==> src/rtl/seq_mul_param.sv <==
// Sequential shift-and-add multiplier: operands A then B arrive on one valid/ready bus,
// unsigned or two's-complement signed, full 2*WIDTH-bit product after WIDTH iterations.
module seq_mul_param #(
  parameter int WIDTH = 16
) (
  input  logic                 clk,
  input  logic                 rst_n,
  input  logic                 start,
  input  logic                 signed_mode,
  input  logic [WIDTH-1:0]     data_in,
  input  logic                 data_valid,
  output logic                 ready,
  output logic                 busy,
  output logic                 done,
  output logic [2*WIDTH-1:0]   product
);

  localparam int PW = 2 * WIDTH;
  localparam int CW = $clog2(WIDTH + 1);

  typedef enum logic [2:0] {
    S_IDLE,
    S_LOAD_A,
    S_LOAD_B,
    S_CALC,
    S_DONE
  } state_t;

  state_t          r_state;
  logic            r_mode;
  logic            r_neg;
  logic [WIDTH-1:0] r_a;
  logic [WIDTH-1:0] r_mplier;
  logic [PW-1:0]   r_mcand;
  logic [PW-1:0]   r_acc;
  logic [PW-1:0]   r_product;
  logic [CW-1:0]   r_cnt;
  logic            r_ready;
  logic            r_busy;
  logic            r_done;

  logic            w_hs;
  logic [PW-1:0]   w_acc_next;

  // Magnitude as an unsigned WIDTH-bit value; the most-negative input maps to 2^(WIDTH-1).
  function automatic logic [WIDTH-1:0] f_mag(input logic is_signed, input logic [WIDTH-1:0] x);
    if (is_signed && x[WIDTH-1]) return ~x + WIDTH'(1);
    return x;
  endfunction

  function automatic logic [PW-1:0] f_apply_sign(input logic neg, input logic [PW-1:0] x);
    if (neg) return ~x + PW'(1);
    return x;
  endfunction

  assign w_hs       = data_valid & r_ready;
  assign w_acc_next = r_acc + (r_mplier[0] ? r_mcand : '0);

  always_ff @(posedge clk or negedge rst_n) begin
    if (!rst_n) begin
      r_state   <= S_IDLE;
      r_mode    <= 1'b0;
      r_neg     <= 1'b0;
      r_a       <= '0;
      r_mplier  <= '0;
      r_mcand   <= '0;
      r_acc     <= '0;
      r_product <= '0;
      r_cnt     <= '0;
      r_ready   <= 1'b0;
      r_busy    <= 1'b0;
      r_done    <= 1'b0;
    end else begin
      case (r_state)
        S_IDLE: begin
          if (start) begin
            r_mode  <= signed_mode;
            r_state <= S_LOAD_A;
            r_ready <= 1'b1;
            r_busy  <= 1'b1;
          end
        end
        S_LOAD_A: begin
          if (w_hs) begin
            r_a     <= data_in;
            r_state <= S_LOAD_B;
          end
        end
        S_LOAD_B: begin
          if (w_hs) begin
            r_mcand  <= {{WIDTH{1'b0}}, f_mag(r_mode, r_a)};
            r_mplier <= f_mag(r_mode, data_in);
            r_neg    <= r_mode & (r_a[WIDTH-1] ^ data_in[WIDTH-1]);
            r_acc    <= '0;
            r_cnt    <= CW'(WIDTH);
            r_ready  <= 1'b0;
            r_state  <= S_CALC;
          end
        end
        S_CALC: begin
          r_acc    <= w_acc_next;
          r_mcand  <= r_mcand << 1;
          r_mplier <= r_mplier >> 1;
          r_cnt    <= r_cnt - CW'(1);
          if (r_cnt == CW'(1)) begin
            r_product <= f_apply_sign(r_neg, w_acc_next);
            r_done    <= 1'b1;
            r_state   <= S_DONE;
          end
        end
        S_DONE: begin
          r_done  <= 1'b0;
          r_busy  <= 1'b0;
          r_state <= S_IDLE;
        end
        default: begin
          r_ready <= 1'b0;
          r_busy  <= 1'b0;
          r_done  <= 1'b0;
          r_state <= S_IDLE;
        end
      endcase
    end
  end

  assign ready   = r_ready;
  assign busy    = r_busy;
  assign done    = r_done;
  assign product = r_product;

endmodule
==> config.mk <==
export PLATFORM = sky130hd
export DESIGN_NAME = seq_mul_param
export DESIGN_NICKNAME = d
export VERILOG_FILES = /design/src/rtl/seq_mul_param.sv
export SDC_FILE = /design/constraint.sdc
export NUM_CORES = 1
export LEC_CHECK = 0
export BUFFER_PORTS_ARGS = -buffer_cell sky130_fd_sc_hd__buf_2
export CORE_UTILIZATION = 67
export DETAILED_ROUTE_END_ITERATION = 8
export PLACE_DENSITY = 0.94
export SLEW_MARGIN = 20
export SYNTH_ARGS = -nofsm -noshare
export SYNTH_HDL_FRONTEND = slang
export SYNTH_SLANG_ARGS = --single-unit
==> constraint.sdc <==
create_clock -name clk -period 7 [get_ports clk]
set_clock_uncertainty 0.15 [all_clocks]
set_input_delay 1.05 -clock clk [delete_from_list [all_inputs] [get_ports clk]]
set_output_delay 1.05 -clock clk [all_outputs]
set_load 0.005 [all_outputs]
==> results.sh <==
export IMPL_post_cts_buffers=0
export IMPL_hold_viol=0
export IMPL_yosysWarnings=0
export IMPL_cp_slowest_cell="dfrtp_1"
export IMPL_leakage_nw=4.55
export IMPL_setup_viol=0
export IMPL_drt_iter0_drc=832
export IMPL_grt_overflow_total=0
export IMPL_setup_ws_ns=1.90
export IMPL_hp_class="reg -> reg"
export IMPL_ir_drop_mv=0.322
export IMPL_cap_violations=0
export IMPL_dr_pass1_iters=6
export IMPL_synthSimpleGateAreaFrac=0.210
export IMPL_rr_worst_depth=13
export IMPL_grt_pass1_vias=7659
export IMPL_ant_nets=0
export IMPL_die_x_um=118
export IMPL_synth_xor_area_share=0.0742
export IMPL_synthAdderAreaFrac=0.0525
export IMPL_die_h_um=118
export IMPL_routabilityCongestion=0.974
export IMPL_cts_resized=0
export IMPL_synth_most_common_cell="nand2_1"
export IMPL_avgSynthCellArea_um2=8.73
export IMPL_fin_crit_ns=5.10
export IMPL_comb_power_share=0.439
export IMPL_setup_worst_path_start_class="register"
export IMPL_worst_r2r_startpoint="r_mplier[0]"
export IMPL_antenna_cells=0
export IMPL_synth_top_area_cell="dfrtp_1"
export IMPL_grt_usage=0.339
export IMPL_max_stage_delay_ns=0.67
export IMPL_synth_commonest_cells="nand2_1 (161), dfrtp_1 (141), o21ai_0 (102)"
export IMPL_ys_seq_area_frac=0.394
export IMPL_critPathArrivalTime_ns=5.22
export IMPL_crit_fanout=33
export IMPL_regArea_um2=3530
export IMPL_ys_flop_type="dfrtp_1"
export IMPL_crit_type="reg -> reg"
export IMPL_wl_um=22500
export IMPL_crit_chain="and2_1 > ha_1 > fa_1 > a21o_1 > a221o_1 > xnor2_1 > nand4_1 > or4b_4 > or3_1 > or2_1 > o21ai_0 > xor2_1 > o21ai_1"
export IMPL_muxShareOfSynthArea=0.0268
export IMPL_ctsLongestPathBuffers=2
export IMPL_drc=0
export IMPL_slew_headroom=0.243
export IMPL_fin_tns_setup_ns=0
export IMPL_synth_compound_area_frac=0.211
export IMPL_cts_sinks=141
export IMPL_htreeDepth=4
export IMPL_pwr_share_seq=0.334
export IMPL_power_switching_w=0.00178
export IMPL_viasPerCell=6.52
export IMPL_dp_hpwl_um=14900
export IMPL_async_flop_share=1.00
export IMPL_port_buffers=55
export IMPL_grt_pass1_wl_um=37500
export IMPL_numCtsBuffers=17
export IMPL_finalNetCount=1106
export IMPL_synth_edf_count=0
export IMPL_grt_max_degree=88
export IMPL_finalMaxSlewViolations=0
export IMPL_multiInputGateArea_um2=5170
export IMPL_pwr_share_clk=0.227
export IMPL_endpoint_kind="register"
export IMPL_netSwitchingFraction=0.428
export IMPL_pre_cts_slack_ns=2.09
export IMPL_clk_pin_slew_ns=0.06
export IMPL_status="finished clean"
export IMPL_cts_tree="built"
export IMPL_whs_path_depth=2
export IMPL_synth_top_area_frac=0.394
export IMPL_required_ns=7.11
export IMPL_routedWlPerCell_um=18.2
export IMPL_start_util=0.699
export IMPL_reg2reg_slack_ns=1.90
export IMPL_rows=41
export IMPL_tightest_slew_ns=1.14
export IMPL_intPower_w=0.00238
export IMPL_fillers=837
export IMPL_root_buffer="clkbuf_16"
export IMPL_coreArea_um2=12800
export IMPL_synth_top_family_by_area="compound AO/OA/AOI/OAI gates"
export IMPL_ys_types=66
export IMPL_vias=8044
export IMPL_max_freq_ghz=0.196
export IMPL_io_pins=56
export IMPL_die_area_um2=13800
export IMPL_netlist_area_um2=8970
export IMPL_finalCritPeriodShare=0.729
export IMPL_antenna_found_initial=0
export IMPL_min_from="product[6]"
export IMPL_synth_seq_cells=141
export IMPL_clock_latency_ns=0.44
export IMPL_p_per_area_nw_per_um2=419
export IMPL_synth_area_top_cells="dfrtp_1 (39%), nand2_1 (6.7%), o21ai_0 (5.7%)"
export IMPL_area_growth_pct=10.5
export IMPL_drive_above_1_share=0.124
export IMPL_syn_nets=1085
export IMPL_syn_inst=1027
export IMPL_rsz0062_at_grt="no"
export IMPL_min_delay_worst_endpoint="product[6]"
export IMPL_r2r_end="product[17]"
export IMPL_hold_buffers=0
[worst max-delay path, delay by kind of cell, from the launching register on]
family	cells	cell delay, ns
AO/OA/AOI/OAI	4	1.10
adder cells (fa/ha/maj)	2	0.64
AND/OR/NAND/NOR	5	1.83
flip-flops	1	0.67
XOR/XNOR	2	0.54
[power by group through the flow]
stage	logic, W	registers, W	clock network, W
6_report	0.00182	0.00139	0.000943
5_1_grt	0.00200	0.00142	0.000989
4_1_cts	0.00179	0.00138	0.000948
3_5_place_dp	0.00174	0.00138	0
3_3_place_gp	0.00166	0.00136	0
2_1_floorplan	0.00135	0.00129	0
[placed cells by master, fill, tap and decap left out, drive strengths merged, types with 14 or more instances in the layout]
cell and n:
dfrtp 141, o21ai 121, clkbuf 19, o31ai 14, nand2 161, mux2 16, nor2 51, xor2 42
ha 36, buf 60, a22oi 31, inv 16, a21oi 42, nand3 52, xnor2 34, and2 40
[stage by stage]
step	hold slack [ns]	power, W	cells	cell area, um2	utilization
after floorplan	0.301	0.00264	1027	8970	-
after global placement	0.295	0.00302	1201	9280	0.724
after detailed placement	0.317	0.00312	1201	9280	0.724
after CTS	0.329	0.00411	1233	9900	0.772
after global routing	0.343	0.00442	1233	9910	0.773
final	0.326	0.00415	1233	9910	0.773
[routing by layer]
metal,global-route usage,up-vias,part of all wire
li1,-,3741,-
met1,0.449,3830,0.42
met2,0.542,402,0.47
met3,0.0577,71,0.082
met4,0.158,0,0.032
met5,0,-,0
[final cells by class]
type                       count  share of cell area
timing repair buffer          60              0.0326
clock buffer                  19              0.0457
tap                          172              0.0217
inverter                      14             0.00530
sequential                   141               0.356
multi-input combinational    814               0.522
clock inverter                13              0.0165
[registers in the layout (all words and copies together), names as in the netlist]
register  flops
r_acc        32
r_mcand      32
product      32
r_mode        1
r_mplier     16
r_state       3
r_cnt         5
done          1
r_neg         1
busy          1
r_a          16
ready         1
[kinds of logic after synthesis]
group / after synthesis
DFF: 141
and+or+nand+nor: 389
muxes: 22
buffers and inverters: 72
xor gates and xnor gates: 76
AOI/OAI and AO/OA: 290
adders and majority gates: 37
[worst max path at each step]
| stage | endpoint | startpoint | slack, ns |
|---|---|---|---|
| floorplan | product[25] | r_mplier[0] | 2.69 |
| CTS | product[17] | r_mplier[0] | 1.94 |
| global placement | product[25] | r_mplier[0] | 2.23 |
| finish | product[17] | r_mplier[0] | 1.90 |
| global route | product[17] | r_mplier[0] | 1.66 |
| detailed placement | product[25] | r_mplier[0] | 2.09 |
(Power assumes the default switching activity.)
